**src/rtl/ysyx_22041461_bru.sv**
```systemverilog
// Branch resolution unit for the RV64 EX stage.
// Captures a branch/jump, resolves taken/target/link one cycle later, and
// either raises a misaligned-target exception or issues a held redirect to IF
// whose handshake produces a single flush pulse.
module ysyx_22041461_bru #(
   parameter int XLEN  = 64,
   parameter int CNT_W = 32
) (
   input  logic             clk,
   input  logic             rst,
   input  logic             in_valid,
   output logic             in_ready,
   input  logic [1:0]       in_kind,
   input  logic [2:0]       in_funct3,
   input  logic [1:0]       in_cmp,
   input  logic [XLEN-1:0]  in_pc,
   input  logic [XLEN-1:0]  in_imm,
   input  logic [XLEN-1:0]  in_rs1,
   output logic             res_valid,
   output logic             res_taken,
   output logic [XLEN-1:0]  res_link,
   output logic             redir_valid,
   input  logic             redir_ready,
   output logic [XLEN-1:0]  redir_pc,
   output logic             flush,
   output logic             exc_valid,
   output logic [XLEN-1:0]  exc_tval,
   output logic [CNT_W-1:0] cnt_resolved,
   output logic [CNT_W-1:0] cnt_taken
);

   typedef enum logic [1:0] {IDLE, RESOLVE, REDIRECT} state_t;

   localparam logic [1:0] KIND_COND = 2'b01;
   localparam logic [1:0] KIND_JAL  = 2'b10;
   localparam logic [1:0] KIND_JALR = 2'b11;

   state_t            state, state_nxt;
   logic [1:0]        kind_q;
   logic [2:0]        funct3_q;
   logic [1:0]        cmp_q;
   logic [XLEN-1:0]   pc_q, imm_q, rs1_q;

   logic              accept;
   logic              cond_taken, taken, aligned, go_redir;
   logic [XLEN-1:0]   sum, target, link;

   assign accept = in_valid && in_ready;

   // Operand capture: everything needed for resolution is latched on accept,
   // so the redirect target stays stable however long IF stalls.
   always_ff @(posedge clk) begin
      if (rst) begin
         kind_q   <= '0;
         funct3_q <= '0;
         cmp_q    <= '0;
         pc_q     <= '0;
         imm_q    <= '0;
         rs1_q    <= '0;
      end else if (accept) begin
         kind_q   <= in_kind;
         funct3_q <= in_funct3;
         cmp_q    <= in_cmp;
         pc_q     <= in_pc;
         imm_q    <= in_imm;
         rs1_q    <= in_rs1;
      end
   end

   // Conditional-branch decision from the precomputed compare code;
   // cmp 11 falls out naturally as "not equal, not less".
   always_comb begin
      cond_taken = 1'b0;
      case (funct3_q)
         3'b000:         cond_taken = (cmp_q == 2'b00);
         3'b001:         cond_taken = (cmp_q != 2'b00);
         3'b100, 3'b110: cond_taken = (cmp_q == 2'b01);
         3'b101, 3'b111: cond_taken = (cmp_q != 2'b01);
         default:        cond_taken = 1'b0;
      endcase
   end

   // Taken, target and link; adders wrap modulo 2^XLEN.
   always_comb begin
      taken = 1'b0;
      case (kind_q)
         KIND_COND: taken = cond_taken;
         KIND_JAL,
         KIND_JALR: taken = 1'b1;
         default:   taken = 1'b0;
      endcase
      sum      = (kind_q == KIND_JALR) ? (rs1_q + imm_q) : (pc_q + imm_q);
      target   = {sum[XLEN-1:1], (kind_q == KIND_JALR) ? 1'b0 : sum[0]};
      link     = pc_q + XLEN'(4);
      aligned  = (target[1:0] == 2'b00);
      go_redir = taken && aligned;
   end

   // State register.
   always_ff @(posedge clk) begin
      if (rst) state <= IDLE;
      else     state <= state_nxt;
   end

   // Next state: the redirect handshake is already honoured in RESOLVE.
   always_comb begin
      state_nxt = state;
      case (state)
         IDLE:     if (accept) state_nxt = RESOLVE;
         RESOLVE:  state_nxt = (go_redir && !redir_ready) ? REDIRECT : IDLE;
         REDIRECT: if (redir_ready) state_nxt = IDLE;
         default:  state_nxt = IDLE;
      endcase
   end

   // Outputs: data buses are zeroed whenever their strobe is low.
   always_comb begin
      in_ready    = (state == IDLE);
      res_valid   = (state == RESOLVE);
      res_taken   = res_valid && taken;
      res_link    = res_valid ? link : '0;
      redir_valid = (res_valid && go_redir) || (state == REDIRECT);
      redir_pc    = redir_valid ? target : '0;
      flush       = redir_valid && redir_ready;
      exc_valid   = res_valid && taken && !aligned;
      exc_tval    = exc_valid ? target : '0;
   end

   // Statistics counters, wrapping freely.
   always_ff @(posedge clk) begin
      if (rst) begin
         cnt_resolved <= '0;
         cnt_taken    <= '0;
      end else begin
         if (res_valid) cnt_resolved <= cnt_resolved + CNT_W'(1);
         if (flush)     cnt_taken    <= cnt_taken + CNT_W'(1);
      end
   end

endmodule

```
**config.mk**
```make
export PLATFORM = sky130hd
export DESIGN_NAME = ysyx_22041461_bru
export DESIGN_NICKNAME = d
export VERILOG_FILES = /design/src/rtl/ysyx_22041461_bru.sv
export SDC_FILE = /design/constraint.sdc
export NUM_CORES = 1
export LEC_CHECK = 0
export ABC_AREA = 1
export BUFFER_PORTS_ARGS = -buffer_cell sky130_fd_sc_hd__buf_2
export CAP_MARGIN = 25
export CORE_UTILIZATION = 50
export CTS_BUF_LIST = sky130_fd_sc_hd__clkbuf_16
export CTS_CLUSTER_DIAMETER = 80
export CTS_CLUSTER_SIZE = 12
export DETAILED_ROUTE_END_ITERATION = 16
export GPL_ROUTABILITY_DRIVEN = 0
export HOLD_SLACK_MARGIN = 0.15
export PLACE_DENSITY_LB_ADDON = 0.2
export RECOVER_POWER = 25
export SLEW_MARGIN = 10
export SYNTH_ARGS = -nofsm -noshare
export SYNTH_HDL_FRONTEND = slang
export SYNTH_SLANG_ARGS = --single-unit
```
**constraint.sdc**
```tcl
create_clock -name clk -period 8.03 [get_ports clk]
set_clock_uncertainty 0.15 [all_clocks]
set_input_delay 1.606 -clock clk [delete_from_list [all_inputs] [get_ports clk]]
set_output_delay 1.606 -clock clk [all_outputs]
set_load 0.02 [all_outputs]
```
==> run_results.csv <==
group,metric,value,unit
finish,layout_commonest_cell,"nand2_1",
setup_path,cp_data_arrival_time,4.38,ns
pwr,p_int,2289,uW
clocking,clk-insertion-delay-late,0.55,ns
route,ant_nets,0,
yosys,syn_area,19850,sq um
pwr,swShare,35.98,%
setup_path,r2r_start,"kind_q[0]",
timing,setup-violations-final,0,
timing,slew_headroom,-68.74,%
route,wirelength,76.81,mm
clocking,numCtsBuffers,27,
timing,fin_crit_sh,76.41,%
pwr,p_leak,0.01161,uW
setup_path,startpoint,"kind_q[0]",
yosys,avgSynthCellArea,5.721,sq um
timing,min_period,6.135,ns
finish,final.fill_count,4224,
pwr,pwr-share-seq,41.3,%
die,rows,72,
global_routing,grt_start_max_net_pins,224,
pwr,combPwrFrac,27.0,%
route,drtIter0Drc,2380,
hold_path,min-delay-path-class,"flop to flop",
hold_path,hp-start,"funct3_q[1]",
timing,max_freq,163.0,MHz
setup_path,worstSetupStartpointType,"flop",
setup_path,critical_path_class,"flop to output pin",
clocking,cts_hold_buf,0,
die,fp.dieArea,40500,sq um
clocking,clock_sinks,265,
timing,rsz0062_at_grt,"false",
yosys,yosys_warnings,0,
global_routing,grt_pass1_wl,116.4,mm
finish,mostFrequentLayoutCells,"nand2_1 (899), nor2_1 (727), inv_1 (471), buf_2 (401), dfxtp_1 (265)",
clocking,h-tree-depth,1,
global_routing,track_usage,36.85,%
route,wl_per_cell,17.54,microns
clocking,max-clock-path-buffers,3,
setup_path,worst-path-max-fanout,69,
clocking,cts_resized,0,
die,design.core.area,38920,sq um
yosys,syn_inst,3469,
pwr,power.switching,1286,uW
setup_path,worstPathRequired,6.27,ns
yosys,yosysUniqueCellTypes,41,
timing,fin_setup_tns,0,ns
global_routing,antenna_found_initial,1,
die,io_pins,465,
placed_design,hpwl,61.90,mm
timing,hold_viol_final,0,
finish,drive_above_1_share,12.59,%
yosys,syn_nets,3746,
outcome,violations,"max-capacitance violations, max-slew violations",
outcome,outcome,"complete, but fails checks",
clocking,cts_root_buf,"clkbuf_16",
route,drc_errors,0,
clocking,cts_tree,"built",
yosys,synth-seq-cells,265,
die,die_h,201.2,microns
finish,nets,4132,
route,dr.pass1.iters,6,
pwr,finalPower,3575,uW
die,initial_core_util,51.00,%
pwr,power_density,154.8,nW/um^2
setup_path,worstSetupEndpointType,"output pin",
yosys,yosysSeqAreaShare,26.73,%
clocking,post_cts_buffers,0,
global_routing,grt_pass1_vias,21070,
route,vias,23510,
timing,worst_slew_pin_slew,2.531,ns
pwr,clockPowerShare,31.7,%
timing,drv_slew,52,
placed_design,port_buffers,464,
finish,syn2layout_area_growth,16.37,%
clocking,clk_pin_slew,0.06,ns
die,die_w,201.2,microns
pwr,irDropWorstVdd,0.0001444,V
run,drv_cap,1,
route,routed_via_density,5.368,
global_routing,overflow,0,
cell families (layout without fill, tap and decap cells):
group,count (synthesis),count (layout),share of synthesized area [%]
xor+xnor,93,93,4.104
simple gates,1932,1932,39.85
compound gates,506,506,12.94
mux,4,4,0.2269
other cells,0,2,0
flops,265,265,26.73
buf+inv,595,985,11.45
fa+ha+maj,74,74,4.703
layer usage:
layer	GRT usage (%)	routed length, microns
met5	0	13
met2	60.76	34470
met1	47.05	30640
met3	6.106	7623
met4	16.72	4061
synthesized netlist by cell type:
master,count,share of area [%]
a21boi_0,1,0.038
a21oi_1,250,6.3
nor3_1,72,1.8
nor2_2,8,0.25
inv_2,6,0.11
nand3b_1,23,0.87
a211oi_1,2,0.076
or2_2,3,0.095
nor3_4,2,0.16
nand2_1,901,17
a31o_2,1,0.044
buf_1,5,0.095
nor2_1,727,14
nor4_1,14,0.44
inv_1,473,8.9
nor3_2,2,0.10
mux2_2,4,0.23
o21a_1,2,0.076
nand3_4,1,0.088
nand2_2,4,0.13
clkbuf_1,80,1.5
xor2_1,51,2.3
fa_1,1,0.10
ha_1,73,4.6
o31ai_1,2,0.076
nor2_4,5,0.28
buf_2,31,0.78
a31oi_1,1,0.032
and3_1,2,0.063
nand4_1,52,1.6
dfxtp_1,265,27
nand3_1,106,2.7
o21ai_1,1,0.025
o21bai_1,3,0.11
o311a_1,1,0.050
nand2_4,2,0.11
nor3b_2,1,0.063
xnor2_1,42,1.9
and2_1,4,0.13
o21ai_0,242,6.1
nand3_2,3,0.15
worst max-delay path, cell delays in order (launching register included):
cell and delay, ns:
dfxtp_1 0.35, nand2_4 0.42, buf_4 0.63, nand2_1 0.11, o21ai_0 0.17, ha_1 0.35, nand2_1 0.13, inv_1 0.05
nand2_1 0.07, nand3_1 0.21, nand2_1 0.12, nand2_1 0.15, nand2_1 0.09, nand2_1 0.17, nand2_1 0.14, nand2_1 0.06
nand2_1 0.06, nand2_1 0.12, nor2_1 0.18, buf_2 0.21
final cells by class:
| cell class | instances | area [sq um] | area share [%] |
|---|---|---|---|
| Clock buffer | 27 | 675.6 | 2.925 |
| Multi-Input combinational cell | 2609 | 12290 | 53.19 |
| Clock inverter | 6 | 41.29 | 0.1788 |
| Tap cell | 518 | 648.1 | 2.806 |
| Sequential cell | 265 | 5305 | 22.97 |
| Inverter | 479 | 1803 | 7.806 |
| Timing Repair Buffer | 473 | 2332 | 10.10 |
| Antenna cell | 2 | 5.005 | 0.02167 |
sequential cells by signal (all words and copies together) (netlist names):
register and cells:
imm_q 64, pc_q 64, rs1_q 64, cnt_resolved 32, cnt_taken 32, funct3_q 3
cmp_q 2, kind_q 2, state 2
path summary, 6_finish.rpt:
| path | endpoint | slack [ns] | cells after the start |
|---|---|---|---|
| max | exc_tval[49] | 1.89 | 19 |
| min | funct3_q[1] | 0.32 | 2 |
| max reg2reg | cnt_taken[3] | 4.32 | 13 |
| min reg2reg | funct3_q[1] | 0.32 | 2 |
through the flow:
stage                     setup slack [ns]  cells  util, %  instance area (sq um)  hold slack [ns]
after floorplan                      3.189   3469        -                  19850           0.2747
after global placement               2.531   4343    57.65                  22440           0.3054
after detailed placement             2.412   4343    57.65                  22440           0.3156
after CTS                            1.831   4376    59.49                  23150           0.3254
after global routing                 1.476   4377    59.33                  23090           0.3539
final                                1.895   4379    59.35                  23100           0.3185
power by group through the flow:
| stage | clock, uW | combinational [uW] | sequential (uW) |
|---|---|---|---|
| global placement | 0 | 930 | 1500 |
| global route | 1190 | 1050 | 1480 |
| detailed placement | 0 | 932 | 1500 |
| CTS | 1140 | 938 | 1470 |
| floorplan | 0 | 606 | 1470 |
| finish | 1130 | 965 | 1480 |
Power figures use the tool's default switching activity.
